===== src/rtl/mips_syscall_unit_pkg.sv =====
// Shared service codes and state encodings for the syscall unit, its core and benches.
package mips_syscall_unit_pkg;

    localparam int unsigned SYS_PRINT_INT  = 1;
    localparam int unsigned SYS_EXIT       = 10;
    localparam int unsigned SYS_PRINT_CHAR = 11;
    localparam int unsigned SYS_EXIT2      = 17;

    localparam int unsigned CHAR_W = 8;

    typedef enum logic {
        ST_RUN    = 1'b0,
        ST_HALTED = 1'b1
    } state_t;

endpackage


===== src/rtl/mips_syscall_unit_fifo.sv =====
// Synchronous FIFO buffering console records; pointers wrap naturally, count is one bit wider.
module syscall_fifo #(
    parameter int unsigned WIDTH = 33,
    parameter int unsigned DEPTH = 8
) (
    input  logic                       clock,
    input  logic                       reset,
    input  logic                       push,
    input  logic [WIDTH-1:0]           din,
    input  logic                       pop,
    output logic [WIDTH-1:0]           dout,
    output logic                       full,
    output logic                       empty,
    output logic [$clog2(DEPTH):0]     count
);

    localparam int unsigned AW = $clog2(DEPTH);
    localparam int unsigned CW = AW + 1;

    logic [WIDTH-1:0] mem [DEPTH];
    logic [AW-1:0]    wr_ptr;
    logic [AW-1:0]    rd_ptr;
    logic             do_push;
    logic             do_pop;

    // Guard against overflow/underflow even if the caller misbehaves.
    always_comb begin
        full    = (count == CW'(DEPTH));
        empty   = (count == '0);
        do_push = push && !full;
        do_pop  = pop && !empty;
        dout    = mem[rd_ptr];
    end

    // Storage array; contents need no reset since empty masks the head.
    always_ff @(posedge clock) begin
        if (do_push) begin
            mem[wr_ptr] <= din;
        end
    end

    // Pointer and occupancy tracking.
    always_ff @(posedge clock) begin
        if (reset) begin
            wr_ptr <= '0;
            rd_ptr <= '0;
            count  <= '0;
        end else begin
            if (do_push) begin
                wr_ptr <= wr_ptr + AW'(1);
            end
            if (do_pop) begin
                rd_ptr <= rd_ptr + AW'(1);
            end
            case ({do_push, do_pop})
                2'b10:   count <= count + CW'(1);
                2'b01:   count <= count - CW'(1);
                default: count <= count;
            endcase
        end
    end

endmodule


===== src/rtl/mips_syscall_unit.sv =====
// Syscall service stage: decodes $v0, queues print records, halts the core on exit.
module mips_syscall_unit
    import mips_syscall_unit_pkg::*;
#(
    parameter int unsigned DEPTH  = 8,
    parameter int unsigned DATA_W = 32
) (
    input  logic              clock,
    input  logic              reset,
    input  logic              syscall_valid,
    input  logic [DATA_W-1:0] v0,
    input  logic [DATA_W-1:0] a0,
    output logic              stall,
    output logic              out_valid,
    input  logic              out_ready,
    output logic [DATA_W-1:0] out_data,
    output logic              out_is_char,
    output logic              halted,
    output logic              drained,
    output logic [DATA_W-1:0] exit_code,
    output logic              bad_syscall
);

    localparam int unsigned FW = DATA_W + 1;
    localparam int unsigned CW = $clog2(DEPTH) + 1;

    state_t          state;
    logic            is_int;
    logic            is_char;
    logic            is_print;
    logic            is_exit;
    logic            is_exit2;
    logic            push;
    logic            pop;
    logic [FW-1:0]   push_rec;
    logic [FW-1:0]   head;
    logic            fifo_full;
    logic            fifo_empty;
    logic [CW-1:0]   fifo_count;

    // Service decode, back-pressure and head presentation.
    always_comb begin
        is_int   = (v0 == DATA_W'(SYS_PRINT_INT));
        is_char  = (v0 == DATA_W'(SYS_PRINT_CHAR));
        is_exit  = (v0 == DATA_W'(SYS_EXIT));
        is_exit2 = (v0 == DATA_W'(SYS_EXIT2));
        is_print = is_int || is_char;

        // Stall never depends on out_ready: a full FIFO blocks even if it pops this cycle.
        stall = (state == ST_HALTED) || (syscall_valid && is_print && fifo_full);
        push  = (state == ST_RUN) && syscall_valid && is_print && !fifo_full;
        pop   = out_ready && !fifo_empty;

        push_rec = {1'b0, a0};
        if (is_char) begin
            push_rec = {1'b1, (DATA_W - CHAR_W)'(0), a0[CHAR_W-1:0]};
        end

        out_valid   = (fifo_count != '0);
        out_data    = fifo_empty ? '0 : head[DATA_W-1:0];
        out_is_char = !fifo_empty && head[DATA_W];
        halted      = (state == ST_HALTED);
        drained     = halted && fifo_empty;
    end

    // RUN/HALTED state machine with sticky exit code and bad-code flag.
    always_ff @(posedge clock) begin
        if (reset) begin
            state       <= ST_RUN;
            exit_code   <= '0;
            bad_syscall <= 1'b0;
        end else begin
            case (state)
                ST_RUN: begin
                    if (syscall_valid) begin
                        if (is_exit) begin
                            state     <= ST_HALTED;
                            exit_code <= '0;
                        end else if (is_exit2) begin
                            state     <= ST_HALTED;
                            exit_code <= a0;
                        end else if (!is_print) begin
                            bad_syscall <= 1'b1;
                        end
                    end
                end
                default: begin
                    state <= ST_HALTED;
                end
            endcase
        end
    end

    syscall_fifo #(
        .WIDTH (FW),
        .DEPTH (DEPTH)
    ) u_fifo (
        .clock (clock),
        .reset (reset),
        .push  (push),
        .din   (push_rec),
        .pop   (pop),
        .dout  (head),
        .full  (fifo_full),
        .empty (fifo_empty),
        .count (fifo_count)
    );

endmodule


===== config.mk =====
export PLATFORM = sky130hd
export DESIGN_NAME = mips_syscall_unit
export DESIGN_NICKNAME = d
export VERILOG_FILES = /design/src/rtl/mips_syscall_unit_pkg.sv /design/src/rtl/mips_syscall_unit_fifo.sv /design/src/rtl/mips_syscall_unit.sv
export SDC_FILE = /design/constraint.sdc
export NUM_CORES = 1
export LEC_CHECK = 0
export BUFFER_PORTS_ARGS = -buffer_cell sky130_fd_sc_hd__buf_2
export CORE_AREA = 2 2 156 158
export CTS_CLUSTER_SIZE = 24
export DETAILED_ROUTE_END_ITERATION = 6
export DIE_AREA = 0 0 158 160
export PLACE_DENSITY_LB_ADDON = 0.25
export SYNTH_ARGS = -nofsm -noshare
export SYNTH_HDL_FRONTEND = slang
export SYNTH_SLANG_ARGS = --single-unit

===== constraint.sdc =====
create_clock -name clock -period 5.7 [get_ports clock]
set_input_delay 0.285 -clock clock [delete_from_list [all_inputs] [get_ports clock]]
set_output_delay 0.285 -clock clock [all_outputs]
set_load 0.01 [all_outputs]

# Word level (Yosys, flattened, before mapping)
# Memory sizes are Yosys's and may differ from the RTL's. A register that Yosys moved wholly into a read port is not among the register bits.
# Index checks and enable logic that the tools add are counted.
# totals
output_inout_bits,70
reg_bits,44
word_cells,55
memories,1
ramBits,264
# op_classes
n_eq_ne,7
n_bitwise,4
add_sub_neg,4
n_mux,13
reduce_logical,20
# mem_list
name,words,width,read_ports,rd_clocked_by_memory_dff,wr,line,source
u_fifo.mem,8,33,1,1,1,mips_syscall_unit_fifo.sv:20,logic [WIDTH-1:0] mem [DEPTH];
# op_table
operator,n
$mux 32,3
$eq 32x4->1 const B,2
$mux 33,1
$eq 32x1->1 const B,1
$eq 32x5->1 const B,1
$logic_and 1x1->1,10
$pmux 4 s2,1
$add 3x1->3 const B,2
$mux 1,6
$mux 3,2
$reduce_and 5->1,1
$add 4x1->4 const B,1
$eq 4x4->1 const B,1
$logic_not 4->1,1
$not 1->1,4
$reduce_bool 2->1,2
$reduce_bool 4->1,1
$sub 4x1->4 const B,1
$reduce_and 3->1,1
$eq 2x1->1 const B,1
$eq 2x2->1 const B,1
$logic_not 1->1,2
$logic_or 1x1->1,2

# Depth between registers and ports, before layout
# depth
word_depth,7
mapped_depth,12
depth_no_buf,10

# By module
# A second synthesis with hierarchy kept.
# hier_totals
hier_cells,631
area_unflattened_um2,12345.6
# modules_own_cells
module,cells_each,instances,seq_area_each_um2,area_each_um2
syscall_fifo,456,1,8187.9,10550.1
mips_syscall_unit,175,1,680.7,1795.5

# Worst setup path before layout
# OpenSTA, ideal clock, no wires.
# synth_timing
path_kind,input port to flip-flop
startpoint,input port v0[2]
endpoint,"memory u_fifo.mem[1][0], enable pin"
slack_ps,327
t_arrival_ps,4855
setup_ps,518
path_stages,4
required_ps,5182
n_path_buf,0
path_cell_list,or4_4 -> nor4_4 -> nand4_4 -> nor4b_1
# synth_via
elab_chain_len,7
word_cells_on_any_way,8
cone_classes,2 x eq/ne; 2 x mux; 4 x reduce/logical
# synth_lines
item,line,source
start: declaration,mips_syscall_unit.sv:11,"input logic [DATA_W-1:0] v0,"
$eq 32x1->1 / $eq 32x4->1 (equally long branches),"mips_syscall_unit.sv:43, mips_syscall_unit.sv:44",
$logic_or 1x1->1 *,mips_syscall_unit.sv:47,is_print = is_int || is_char;
$logic_and 1x1->1 * (2 in a row),mips_syscall_unit.sv:51,push = (state == ST_RUN) && syscall_valid && is_print && !fifo_full;
$logic_and 1x1->1 *,mips_syscall_unit_fifo.sv:30,do_push = push && !full;
$mux 1 *,mips_syscall_unit_fifo.sv:37,if (do_push) begin
$mux 1 (not written as such) *,mips_syscall_unit_fifo.sv:38,mem[wr_ptr] <= din;
end: declaration,mips_syscall_unit_fifo.sv:20,
# Every way passes the cells marked *; elsewhere a longest branch is shown, timed or not.

==> flow_summary.json <==
{
  "yosysSeqAreaShare_pct": 73.0,
  "start_kind": "flip-flop",
  "routed_via_density": 5.61,
  "yosys.area_share.adder_pct": 0.515,
  "wl_per_cell_um": 21.9,
  "async_flop_share_pct": 0,
  "cts_tree": "yes",
  "ant_nets": 0,
  "synth-simple-area-share_pct": 6.11,
  "cts_root_buf": "clkbuf_16",
  "rsz0062_at_grt": "no",
  "p_leak_nw": 4.98,
  "path_cells": "buf_4 -> mux4_2 -> mux2i_1 -> nor2_1 -> buf_2",
  "hp-class": "in -> reg",
  "outcome": "completed",
  "htree_levels": 1,
  "die-area_sq_um": 25300,
  "fmax_mhz": 297,
  "antennaDiodeCount": 0,
  "antenna_found_initial": 0,
  "grtUsageTotal_pct": 20.3,
  "synthXorXnorAreaFrac_pct": 0.433,
  "grt_max_degree": 67,
  "synth_cell_types": 43,
  "dpl_cell_area_sq_um": 13300,
  "path_clk_slew_ns": 0.06,
  "final_layout_size_suffix_gt1_share_pct": 35.1,
  "dp_hpwl_um": 14400,
  "io_buffers": 137,
  "first_global_vias": 6831,
  "drv_slew": 0,
  "vias": 6469,
  "relSlewSlack_pct": 31.5,
  "required_ns": 5.41,
  "worst-slew-pin-transition_ns": 1.02,
  "endpoint_kind": "output port",
  "synthesis.nets": 704,
  "cts_buffers": 31,
  "row_count": 57,
  "cts_sinks": 311,
  "crit_type": "reg -> out",
  "globalplace.congestion": 0.777,
  "firstDrtPassIters": 5,
  "ys.flop_type": "edfxtp_1",
  "setup_viol": 0,
  "fin_area_sq_um": 14500,
  "worstPathMaxFanout": 37,
  "critPathSlowestCell": "dfxtp_4",
  "drt_iter0_drc": 370,
  "ys_seq_elements": 311,
  "power_density_nw_per_um2": 310,
  "finClkSkew_ns": 0.0118,
  "post-cts-setup-buffers": 0,
  "synth_compound_area_share_pct": 2.93,
  "area_growth_pct": 19.7,
  "finalWorstPathRequiredPeriod_ns": 3.37,
  "drc": 0,
  "overflow": 0,
  "synth_top_family_by_area": "multiplexers",
  "chipWidth_um": 158,
  "hold_viol_final": 0,
  "postSynthCellCount": 631,
  "synth_edf_count": 264,
  "r2r_start": "halted",
  "die_y_um": 160,
  "grt_pass1_wl_um": 38900,
  "syn_area_per_cell_sq_um": 19.2,
  "ir_drop_uv": 247,
  "fp.coreArea_sq_um": 23800,
  "cpPeakStageDelay_ns": 0.83,
  "layout.nets": 878,
  "cts.path.max_buffers": 3,
  "wl_um": 25300,
  "yosysWarnings": 0,
  "muxShareOfSynthArea_pct": 15.5,
  "hp-start": "a0[29]",
  "period_share_pct": 59.1,
  "clk_latency_ns": 0.55,
  "finalSetupTns_ns": 0,
  "rrSetupSlack_ns": 2.91,
  "netlist_area_sq_um": 12100,
  "start_util_pct": 51.0,
  "ioPinCount": 138,
  "maxCapViolCount": 0,
  "critPathArrivalTime_ns": 3.08
}
[per-stage QoR]
step	std cells	hold slack, ns	power (mW)	worst slack [ns]	utilization (%)
3_3_place_gp	1074	0.455	2.58	2.69	55.9
6_report	1154	0.0155	4.51	2.33	61.0
4_1_cts	1154	0.00136	4.54	2.22	61.0
2_1_floorplan	631	0.384	2.54	0.327	-
3_5_place_dp	1074	0.459	2.58	2.60	55.9
5_1_grt	1154	0.0105	4.64	2.06	61.0
[state kept, by name (all words and copies together) (netlist names), named ones only]
name,cells
u_fifo.mem,264
exit_code,32
u_fifo.count,4
u_fifo.rd_ptr,3
u_fifo.wr_ptr,3
bad_syscall,1
halted,1
[Yosys cell counts, drive strengths merged (2+ instances only)]
cell / number / area, sq um
dfxtp: 47 / 941
nor2b: 5 / 31.3
mux2i: 36 / 360
mux2: 3 / 33.8
ha: 5 / 62.6
and2: 28 / 175
o21ai: 3 / 15.0
nand3: 2 / 10.0
or4: 3 / 33.8
nor2: 48 / 183
nand4: 2 / 27.5
and4: 2 / 17.5
inv: 3 / 11.3
a41oi: 2 / 17.5
buf: 19 / 108
nand2b: 3 / 18.8
and3b: 2 / 17.5
nor4: 9 / 101
a21oi: 5 / 25.0
nor4b: 3 / 26.3
xor2: 5 / 43.8
a22o: 32 / 280
edfxtp: 264 / 7930
and3: 2 / 12.5
nor3: 6 / 30.0
mux4: 66 / 1490
clkbuf: 16 / 60.1
[layout make-up]
| cell class | instances | area, sq um |
|---|---|---|
| Fill cell | 1788 | 9280 |
| Clock buffer | 49 | 923 |
| Clock inverter | 9 | 77.6 |
| Multi-Input combinational cell | 282 | 3160 |
| Inverter | 3 | 11.3 |
| Tap cell | 324 | 405 |
| Timing Repair Buffer | 176 | 1080 |
| Sequential cell | 311 | 8880 |
[placed cells by master (no fill, tap or decap), types with 2 or more instances in the layout]
| cell | n |
|---|---|
| buf_12 | 4 |
| and4_1 | 2 |
| mux4_2 | 66 |
| dfxtp_4 | 2 |
| a22o_1 | 32 |
| clkbuf_16 | 31 |
| and2_1 | 28 |
| and3b_1 | 2 |
| inv_1 | 3 |
| xor2_1 | 5 |
| nor4b_2 | 2 |
| nor2_1 | 47 |
| clkbuf_1 | 10 |
| clkbuf_8 | 8 |
| clkinvlp_4 | 2 |
| nor3_1 | 2 |
| buf_4 | 13 |
| buf_2 | 137 |
| a21oi_1 | 5 |
| nor4_1 | 4 |
| nor4_4 | 3 |
| nor4_2 | 2 |
| o21ai_0 | 3 |
| dlygate4sd3_1 | 22 |
| or4_4 | 3 |
| nand3_1 | 2 |
| dfxtp_1 | 44 |
| nor2b_1 | 5 |
| nand2b_1 | 3 |
| mux2i_1 | 36 |
| edfxtp_1 | 264 |
| mux2_2 | 3 |
| clkinv_2 | 4 |
| ha_1 | 5 |
| nor3_2 | 4 |
[cell families (layout without fill, tap and decap cells)]
kind of cell	count (synthesis)	after routing
adders and majority gates	5	5
muxes	105	105
buffers and inverters	38	237
DFF	311	311
and+or+nand+nor	122	122
AOI/OAI and AO/OA	44	44
xor gates and xnor gates	6	6
[report_power, final]
part / switching [mW] / internal [mW] / total, mW
sequential: 0.000554 / 2.46 / 2.46
clock: 0.809 / 1.15 / 1.96
combinational: 0.0510 / 0.0356 / 0.0866
[timing repair]
action                    in CTS  in global routing
hold buffers                  22                  0
hold endpoints to repair      22                  0
resized for setup              0                  0
[metal layers]
metal	global-route usage [%]	part of all wire (%)	vias up	wire length [um]
met5	0	0	-	0
met4	4.91	1.8	0	449
met3	2.50	4.5	38	1130
met2	35.0	51	170	13000
met1	27.7	42	3353	10700
li1	-	-	2908	-
[critical path: cells and delay by family (launching register included)]
family	cells	cell delay [ns]
and+or+nand+nor	1	0.07
muxes	2	0.80
DFF	1	0.83
buffers and inverters	2	0.79
[worst paths after layout]
| path | to | cells past startpoint |
|---|---|---|
| max | out_data[28] | 5 |
| min | exit_code[29] | 2 |
| max reg2reg | u_fifo.mem[2][2] | 5 |
| min reg2reg | exit_code[1] | 1 |
No activity file was read; power rests on OpenSTA's default activity.
